`src/rtl/prog_clk_div.sv`:
```
// prog_clk_div: programmable clock divider / duty-cycle generator with glitch-free reconfiguration
`timescale 1ns/1ps
module prog_clk_div #(
    parameter int CNT_W = 16
) (
    input  logic             clk,
    input  logic             rst_n,
    input  logic             en,
    input  logic             cfg_valid,
    input  logic [CNT_W-1:0] cfg_period,
    input  logic [CNT_W-1:0] cfg_high,
    output logic             cfg_ready,
    output logic             cfg_err,
    output logic             clk_out,
    output logic             rise_pulse,
    output logic             fall_pulse,
    output logic             active
);
    typedef enum logic {IDLE, RUN} state_e;

    state_e           state_q, state_d;
    logic [CNT_W-1:0] cnt_q, cnt_d;
    logic [CNT_W-1:0] period_q, period_d;
    logic [CNT_W-1:0] high_q, high_d;
    logic [CNT_W-1:0] pend_period_q, pend_high_q;
    logic             has_cfg_q, has_cfg_d;
    logic             pend_q, pend_d;
    logic             clk_out_q, clk_out_d;
    logic             rise_q, fall_q, err_q;
    logic             xfer, legal, boundary, apply;

    assign xfer     = cfg_valid && !pend_q;
    assign legal    = (cfg_period >= CNT_W'(2)) && (cfg_high != '0) && (cfg_high < cfg_period);
    assign boundary = (state_q == RUN) && (cnt_q == period_q - CNT_W'(1));
    // Pending values land immediately when idle, otherwise only between periods
    assign apply    = pend_q && ((state_q == IDLE) || boundary);

    assign cfg_ready  = !pend_q;
    assign cfg_err    = err_q;
    assign clk_out    = clk_out_q;
    assign rise_pulse = rise_q;
    assign fall_pulse = fall_q;
    assign active     = (state_q == RUN);

    // Next state: config hand-over, run/idle decision and waveform position
    always_comb begin
        state_d   = state_q;
        cnt_d     = cnt_q;
        clk_out_d = clk_out_q;
        period_d  = apply ? pend_period_q : period_q;
        high_d    = apply ? pend_high_q : high_q;
        has_cfg_d = has_cfg_q | apply;
        pend_d    = apply ? 1'b0 : (pend_q | (xfer && legal));
        if (state_q == IDLE) begin
            if (en && has_cfg_d) begin
                state_d   = RUN;
                cnt_d     = '0;
                clk_out_d = 1'b1;
            end
        end else if (boundary) begin
            // high time is at least one cycle, so a continuing run always re-rises here
            state_d   = en ? RUN : IDLE;
            cnt_d     = '0;
            clk_out_d = en;
        end else begin
            cnt_d     = cnt_q + CNT_W'(1);
            clk_out_d = cnt_d < high_q;
        end
    end

    // State, counter and configuration registers
    always_ff @(posedge clk or negedge rst_n) begin
        if (!rst_n) begin
            state_q       <= IDLE;
            cnt_q         <= '0;
            period_q      <= '0;
            high_q        <= '0;
            has_cfg_q     <= 1'b0;
            pend_q        <= 1'b0;
            pend_period_q <= '0;
            pend_high_q   <= '0;
        end else begin
            state_q   <= state_d;
            cnt_q     <= cnt_d;
            period_q  <= period_d;
            high_q    <= high_d;
            has_cfg_q <= has_cfg_d;
            pend_q    <= pend_d;
            if (xfer && legal) begin
                pend_period_q <= cfg_period;
                pend_high_q   <= cfg_high;
            end
        end
    end

    // Registered waveform, edge strobes and rejection pulse
    always_ff @(posedge clk or negedge rst_n) begin
        if (!rst_n) begin
            clk_out_q <= 1'b0;
            rise_q    <= 1'b0;
            fall_q    <= 1'b0;
            err_q     <= 1'b0;
        end else begin
            clk_out_q <= clk_out_d;
            rise_q    <= clk_out_d & ~clk_out_q;
            fall_q    <= ~clk_out_d & clk_out_q;
            err_q     <= xfer && !legal;
        end
    end
endmodule

```
`config.mk`:
```
export PLATFORM = sky130hd
export DESIGN_NAME = prog_clk_div
export DESIGN_NICKNAME = d
export VERILOG_FILES = /design/src/rtl/prog_clk_div.sv
export SDC_FILE = /design/constraint.sdc
export NUM_CORES = 1
export LEC_CHECK = 0
export CORE_UTILIZATION = 43
export CTS_CLUSTER_SIZE = 10
export DETAILED_ROUTE_END_ITERATION = 8
export HOLD_SLACK_MARGIN = 0.15
export PLACE_DENSITY = 0.7
export SETUP_SLACK_MARGIN = 0.4
export SKIP_LAST_GASP = 1
export SYNTH_ARGS = -nofsm -noshare
export SYNTH_HDL_FRONTEND = slang
export SYNTH_SLANG_ARGS = --single-unit
export TNS_END_PERCENT = 50
```
`constraint.sdc`:
```
create_clock -name clk -period 5.6 [get_ports clk]
set_input_delay 0.56 -clock clk [delete_from_list [all_inputs] [get_ports clk]]
set_output_delay 0.56 -clock clk [all_outputs]
set_load 0.02 [all_outputs]
```
==> run_results.csv, run 1 <==
group,metric,value,unit
status,status,"finished, final reports clean",
global_route,grt-ovfl-total,0,
min_path,hold_class,"input port to async pin",
layout,layout_commonest_cell,"dfrtp_1",
synth,ys.flop_type,"dfrtp_1",
global_route,grt.total_usage,0.190,
synth,yosysUniqueCellTypes,54,
setup_path,startpoint_type,"register",
power_and_ir_drop,power_density,365,mW/mm^2
global_route,first_global_vias,3549,
timing,slew_headroom,0.247,
setup_path,critical_path.top_delay_family,"simple AND/OR/NAND/NOR gates",
timing,hold_ws,0.403,ns
drt,vias,3512,
floorplanning,core,0.0114,sq mm
drt,drc,0,
layout,syn2layout_area_growth,16.3,%
power_and_ir_drop,seqPwrFrac,0.437,
layout,mostFrequentLayoutCells,"87 x dfrtp_1, 40 x clkdlybuf4s50_1, 36 x inv_1",
power_and_ir_drop,pwr-share-clk,0.283,
synth,yosysWarnings,0,
drt,wl_per_cell,16.7,um
clock_tree,clock_sinks,87,
setup_path,rrSetupSlack,2.08,ns
placed_design,gp_congestion,0.824,
timing,min_period,3.52,ns
global_route,grt_start_max_net_pins,88,
floorplanning,fp.dieH,110,um
timing,hold_viol,0,
timing,fin_skew,0.00771,ns
power_and_ir_drop,p_int,1.48,mW
floorplanning,num_rows,39,
layout,antenna_cells,0,
layout,layout.nets,563,
timing,tightest_slew,1.13,ns
clock_tree,postCtsSetupRepairBufs,0,
drt,antenna_left,0,
synth,synth_fp_nets,525,
synth,synth_edf_count,0,
timing,rsz0062_at_grt,"false",
power_and_ir_drop,p_leak,2.79,nW
floorplanning,ioPinCount,42,
synth,synth-seq-cells,87,
layout,drive_gt1_frac,0.194,
clock_tree,clkLatencyLatePin,0.34,ns
setup_path,critPathMaxFanout,33,
drt,dr.pass1.iters,4,
timing,setup_viol,0,
timing,finalSetupTns,0,ns
synth,synth_cells,457,
placed_design,numPortBuffers,41,
drt,drt_iter0_markers,190,
setup_path,slowest_stage,"or4_4",
setup_path,cp_num_cells,10,
global_route,antenna_found_initial,0,
timing,max_freq,284,MHz
power_and_ir_drop,p_sw,662,uW
clock_tree,htreeDepth,3,
synth,yosysSeqAreaShare,0.430,
floorplanning,die_w,110,um
setup_path,cp-end-kind,"register",
setup_path,crit_buf_inv,1,
clock_tree,clock_path_buffers,2,
setup_path,critPathKind,"register to register",
setup_path,worstPathRequired,5.82,ns
placed_design,dp_hpwl,8060,um
clock_tree,ctsHoldBuffers,0,
power_and_ir_drop,power,2.14,mW
clock_tree,cts_tree,"built",
power_and_ir_drop,swShare,0.308,
clock_tree,cts_root_buf,"clkbuf_16",
power_and_ir_drop,combPwrFrac,0.280,
setup_path,critPathMaxStageDelay,0.57,ns
layout,n_fill_cell,1038,
global_route,grt_pass1_wl,18200,um
timing,finalCritPeriodShare,0.628,
clock_tree,path_clk_slew,0.07,ns
run,max-cap-violations,0,
floorplanning,start_util,0.443,
synth,syn_area_per_cell,11.1,sq um
timing,slew_viol_final,0,
clock_tree,cts_buffers,9,
setup_path,reg2reg_depth,10,
drt,routed_wl,10700,um
floorplanning,die-area,0.0122,sq mm
synth,ys_async_sr_fraction,1.00,
setup_path,path_cells,"inv_1 > ha_1 > xor2_1 > nand2_1 > nor4_1 > nand3_1 > or4_4 > o21ai_4 > nand2_4 > mux2_4",
clock_tree,cts_resized,0,
synth,synth_area,0.00506,sq mm
drt,routed_via_density,5.46,
setup_path,worstPathArrival,3.74,ns
power_and_ir_drop,ir_worst_vdd,0.188,mV
==> Yosys cell counts (4+ instances only) <==
cell      instances  area share
nor2_1           19       0.014
mux2_2           35       0.078
nor3_1           11       0.011
a21o_1           17       0.025
clkbuf_1         11      0.0082
mux2_4           29       0.086
or2_2             5      0.0062
o21ai_0           8      0.0079
nor4_1            9       0.011
a21oi_1          10      0.0099
a32o_1            5      0.0099
nor2b_1           4      0.0049
nand2b_1          7      0.0087
nand3_1          11       0.011
xnor2_1          21       0.036
xor2_1            5      0.0087
nand2_1          30       0.022
inv_1            36       0.027
dfrtp_1          87        0.43
nand4_1          11       0.014
ha_1             32       0.079
==> cells by family after synthesis <==
| kind of cell | after synthesis | synth area share |
|---|---|---|
| fa+ha+maj | 32 | 0.0792 |
| flops | 87 | 0.430 |
| compound gates | 65 | 0.0938 |
| xor+xnor | 26 | 0.0450 |
| buf+inv | 51 | 0.0426 |
| mux | 65 | 0.166 |
| simple gates | 131 | 0.143 |
==> path summary, 6_finish.rpt <==
path	start	endpoint
worst max register to register	period_q[0]	period_q[1]
worst max-delay path	period_q[0]	period_q[1]
worst min register to register	has_cfg_q	has_cfg_q
worst min-delay path	rst_n	cnt_q[6]
min in group clk	has_cfg_q	has_cfg_q
max in group asynchronous	rst_n	high_q[12]
==> final cells by class <==
type	instances	area, sq um	area share
clock inverter	7	80.1	0.0136
clock buffer	9	225	0.0383
tap	143	179	0.0304
inverter	36	135	0.0230
multi-input combinational	319	2670	0.454
sequential	87	2180	0.370
timing repair buffer	42	415	0.0707
==> metrics by stage <==
stage                     setup slack (ns)  cell area [sq um]  std cells   util
final                                 2.08               5880        643  0.515
after global routing                  1.77               5880        643  0.515
after CTS                             2.08               5880        643  0.515
after detailed placement              2.10               5570        627  0.488
after global placement                2.12               5570        627  0.488
after floorplan                       2.78               5060        457      -
==> metal layers <==
layer,track usage,vias to the layer above,share of wire
met5,0,-,0
met4,0.0738,0,0.016
met3,0.0324,11,0.029
met2,0.300,57,0.47
met1,0.260,1728,0.49
li1,-,1716,-
==> flip-flops by register name (all words and copies together) (netlist names), 16 cells and up <==
| register | flops |
|---|---|
| cnt_q | 16 |
| pend_high_q | 16 |
| pend_period_q | 16 |
| period_q | 16 |
| high_q | 16 |
==> worst register-to-register path, stage by stage (launching register included) <==
cell and delay (ns):
dfrtp_1 0.44, inv_1 0.09, ha_1 0.31, xor2_1 0.15, nand2_1 0.07, nor4_1 0.34
nand3_1 0.14, or4_4 0.57, o21ai_4 0.41, nand2_4 0.44, mux2_4 0.45
==> power by group through the flow <==
stage	clock network, mW	registers [mW]	logic, mW
6_report	0.607	0.937	0.600
5_1_grt	0.639	0.961	0.677
4_1_cts	0.616	0.937	0.605
3_5_place_dp	0	0.949	0.602
3_3_place_gp	0	0.942	0.579
2_1_floorplan	0	0.899	0.448
(Power assumes the default switching activity.)
==> inputs of run 2 (changes only) <==
--- a/config.mk
+++ b/config.mk
@@ -9,7 +9,7 @@
 export CTS_CLUSTER_SIZE = 10
 export DETAILED_ROUTE_END_ITERATION = 8
 export HOLD_SLACK_MARGIN = 0.15
-export PLACE_DENSITY = 0.7
+export PLACE_DENSITY = 0.72
 export SETUP_SLACK_MARGIN = 0.4
 export SKIP_LAST_GASP = 1
 export SYNTH_ARGS = -nofsm -noshare
==> constraint.sdc (replaced) <==
create_clock -name clk -period 3.12 [get_ports clk]
set_input_delay 0.312 -clock clk [delete_from_list [all_inputs] [get_ports clk]]
set_output_delay 0.312 -clock clk [all_outputs]
set_load 0.02 [all_outputs]
==> run_results.csv, run 2 (same netlist as run 1, synthesis figures left out) <==
group,metric,value,unit
clock_tree,cts_tree,"built",
layout,mostFrequentLayoutCells,"81 x dfrtp_1, 40 x clkdlybuf4s50_1, 35 x mux2_2",
layout,finalNonFillerCells,669,
layout,design_area,0.00638,sq mm
clock_tree,clock_path_buffers,2,
layout,n_fill_cell,932,
global_route,grt_start_max_net_pins,76,
drt,routed_wl,11500,um
global_route,first_global_vias,3778,
setup_path,startpoint_type,"register",
global_route,grt_pass1_wl,18900,um
floorplanning,start_util,0.443,
power_and_ir_drop,ir_worst_vdd,0.361,mV
timing,finalSetupTns,0,ns
setup_path,critPathKind,"register to register",
timing,slew_viol_final,0,
layout,syn2layout_area_growth,26.1,%
placed_design,gp_congestion,0.818,
clock_tree,clock_sinks,87,
timing,hold_viol,0,
floorplanning,core,0.0114,sq mm
clock_tree,htreeDepth,3,
layout,regArea,0.00218,sq mm
global_route,grt-ovfl-total,0,
clock_tree,cts_root_buf,"clkbuf_16",
layout,drive_gt1_frac,0.297,
floorplanning,ioPinCount,42,
setup_path,worstPathArrival,3.03,ns
global_route,grt.total_usage,0.196,
run,max-cap-violations,0,
setup_path,critPathMaxStageDelay,0.56,ns
power_and_ir_drop,p_leak,3.04,nW
setup_path,slowest_stage,"or4_4",
placed_design,dp_hpwl,8130,um
drt,wl_per_cell,17.1,um
setup_path,cp-end-kind,"register",
setup_path,critPathMaxFanout,32,
power_and_ir_drop,power_density,645,mW/mm^2
clock_tree,clkLatencyLatePin,0.34,ns
clock_tree,path_clk_slew,0.06,ns
timing,tightest_slew,0.945,ns
timing,hold_ws,0.113,ns
clock_tree,cts_buffers,9,
min_path,hold_class,"input port to async pin",
timing,min_period,2.81,ns
global_route,antenna_found_initial,0,
drt,antenna_left,0,
timing,fin_skew,0.00699,ns
status,status,"finished, final reports clean",
placed_design,dp_cells,640,
floorplanning,fp.dieH,110,um
placed_design,placed_area,0.00570,sq mm
setup_path,path_cells,"inv_2 > ha_4 > xor2_1 > nand2_1 > nor4_2 > nand3_1 > or4_4 > o21ai_4 > nand2_4 > buf_12 > mux2_4",
setup_path,critical_path.top_delay_family,"simple AND/OR/NAND/NOR gates",
setup_path,worstPathRequired,3.34,ns
drt,vias,3769,
drt,drc,0,
floorplanning,die_w,110,um
layout,multi_input_area,0.00284,sq mm
layout,layout_commonest_cell,"dfrtp_1",
drt,dr.pass1.iters,4,
floorplanning,num_rows,39,
floorplanning,die-area,0.0122,sq mm
clock_tree,ctsHoldBuffers,0,
drt,drt_iter0_markers,203,
layout,antenna_cells,0,
timing,max_freq,356,MHz
placed_design,numPortBuffers,41,
layout,layout.nets,589,
setup_path,crit_buf_inv,2,
timing,finalCritPeriodShare,0.899,
timing,rsz0062_at_grt,"true",
timing,setup_viol,0,
timing,slew_headroom,0.370,
drt,routed_via_density,5.63,
run 2: changes by cell type in the layout (fill, tap and decap cells not counted), sizes merged:
cell      delta
buf         +26
clkinvlp     -1
clkinv       -2
bufinv       +1
clkbuf       +2
run 2: layer usage:
layer	GRT usage	share of wire
met1	0.263	0.46
met3	0.0417	0.042
met2	0.301	0.46
met5	0	0
met4	0.0916	0.035
run 2: final timing paths:
path	slack, ns	from	cells past startpoint	end
setup / recovery	0.31	period_q[0]	11	high_q[3]
hold / removal	0.11	rst_n	1	cnt_q[12]
setup reg to reg	0.31	period_q[0]	11	high_q[3]
hold reg to reg	0.50	clk_out	1	rise_pulse
max in group asynchronous	2.34	rst_n	1	period_q[1]
min in group clk	0.50	clk_out	1	rise_pulse
run 2: power breakdown:
part | switching [mW] | internal, mW
registers | 0.250 | 1.43
logic | 0.548 | 0.684
clock network | 0.454 | 0.752
run 2: layout make-up:
| class | count | area share |
|---|---|---|
| clock buffers | 11 | 0.0396 |
| flip-flops and latches | 87 | 0.343 |
| inverters | 36 | 0.0212 |
| multi-input cells | 319 | 0.446 |
| well taps | 143 | 0.0281 |
| clock inverters | 5 | 0.0135 |
| repair buffers | 68 | 0.109 |
run 2: timing repair:
item	4_1_cts	5_1_grt
gates cloned	1	0
endpoints found under the setup margin	51	84
buffers inserted	7	5
pin swaps	2	17
resized for setup	21	26
run 2: metrics by stage:
step | setup WS (ns) | power (mW) | utilization
2_1_floorplan | 0.338 | 2.42 | -
3_3_place_gp | 0.171 | 2.77 | 0.499
3_5_place_dp | 0.108 | 2.83 | 0.499
4_1_cts | 0.272 | 4.08 | 0.546
5_1_grt | 0.191 | 4.35 | 0.559
6_report | 0.315 | 4.12 | 0.559
==> patch (flow settings as in run 1) <==
`CNT_W`: 16 -> 12.
--- a/src/rtl/prog_clk_div.sv
+++ b/src/rtl/prog_clk_div.sv
@@ -2,5 +2,5 @@
 `timescale 1ns/1ps
 module prog_clk_div #(
-    parameter int CNT_W = 16
+    parameter int CNT_W = 12
 ) (
     input  logic             clk,
Interface: changed (resized cfg_high and cfg_period); port bits go from 42 to 34. No check against the original RTL was run, so the function may have changed too.
==> patch against run 1 <==
- die area down 20%
- synthesized area down 20%
- worst setup slack worse by 0.024 ns
- via count down 17%
- cell area down 21%
- first-iteration DRC count down 45%
- wire length down 21%
- final cell count down 19%
- hold slack worse by 0.0099 ns
- sequential cell count down 20
- critical endpoint is now high_q[9]
Power is not compared: it rests on default switching activity, and its combinational part moved more than twofold at a synthesized area within 25%.
==> patch: results (changes against run 1) <==
\begin{tabular}{lr}
\hline
Metric & Value \\
\hline
\multicolumn{2}{l}{\textbf{Critical path}} \\
\quad Cell depth of the worst flop-to-flop path & 9 (was 10) \\
\quad Data arrival time of the worst path & 3.78 ns (was 3.74 ns) \\
\quad Critical path peak fanout & 25 (was 33) \\
\quad Endpoint of the worst register-to-register path & high\_q[9] (was period\_q[1]) \\
\quad Crit-path slowest cell & or4b\_1 (was or4\_4) \\
\multicolumn{2}{l}{\textbf{GRT}} \\
\quad Maximum number of pins on one net before global-route repair & 68 (was 88) \\
\quad Met3 track utilization from global routing & 4.61\% (was 3.24\%) \\
\quad GRT Total Usage & 19.7\% (was 19.0\%) \\
\quad Wire length of the first global-routing pass & 15.0 mm (was 18.2 mm) \\
\multicolumn{2}{l}{\textbf{Timing}} \\
\quad Final critical-path setup slack & 2.06 ns (was 2.08 ns) \\
\quad Worst slew slack as a fraction of its limit & 41.9\% (was 24.7\%) \\
\quad Worst Skew & 0.0101 ns (was 0.00771 ns) \\
\multicolumn{2}{l}{\textbf{Synth}} \\
\quad Post-Synthesis Net Count & 433 (was 525) \\
\quad List of most frequent post-synthesis cells & dfrtp\_1, inv\_1, mux2\_2 (unchanged) \\
\quad Part of the Yosys area used for sequential elements & 41.6\% (was 43.0\%) \\
\quad Average size of a mapped cell & 10.6 sq um (was 11.1 sq um) \\
\multicolumn{2}{l}{\textbf{Route}} \\
\quad Met3 wire length & 379 um (was 313 um) \\
\quad Total via count after detailed routing & 2928 (was 3512) \\
\quad Routed length on met2 & 4.15 mm (was 5.01 mm) \\
\quad Post-DR wirelength/cell & 16.4 um (was 16.7 um) \\
\quad Metal1 wirelength & 3.86 mm (was 5.25 mm) \\
\multicolumn{2}{l}{\textbf{Placed design}} \\
\quad Number of placed cells counting well taps & 504 (was 627) \\
\quad Post-placement cell area & 4410 sq um (was 5570 sq um) \\
\quad Post-DP HPWL & 6.38 mm (was 8.06 mm) \\
\multicolumn{2}{l}{\textbf{Outcome}} \\
\quad Result of the run & complete, no violations (unchanged) \\
\multicolumn{2}{l}{\textbf{Cells and area}} \\
\quad Fill cell total of the finished layout & 767 (was 1038) \\
\quad Number of nets in the final layout & 459 (was 563) \\
\hline
\end{tabular}
[patch: changes by cell type after synthesis, sizes merged, moves of 7 or more]
cell and change:
a21o -13, dfrtp -20, ha -8, mux2 -16
nand2 -11, nand4 -8, nor3 -7, xnor2 -8
[patch: final cells by class]
| type | instances | area [sq um] | share of cell area [%] |
|---|---|---|---|
| Clock buffer | 9 | 124 | 2.67 |
| Clock inverter | 7 | 98.8 | 2.13 |
| Sequential cell | 67 | 1680 | 36.2 |
| Timing Repair Buffer | 36 | 348 | 7.50 |
| Inverter | 30 | 113 | 2.43 |
| Multi-Input combinational cell | 263 | 2140 | 46.2 |
| Tap cell | 108 | 135 | 2.91 |
[patch: cells by family after synthesis]
group / share of synthesized area, %
XOR/XNOR: 5.00
flip-flops: 41.6
AND/OR/NAND/NOR: 13.6
buffers and inverters: 5.37
multiplexers: 15.1
AO/OA/AOI/OAI: 11.9
adder cells (fa/ha/maj): 7.46
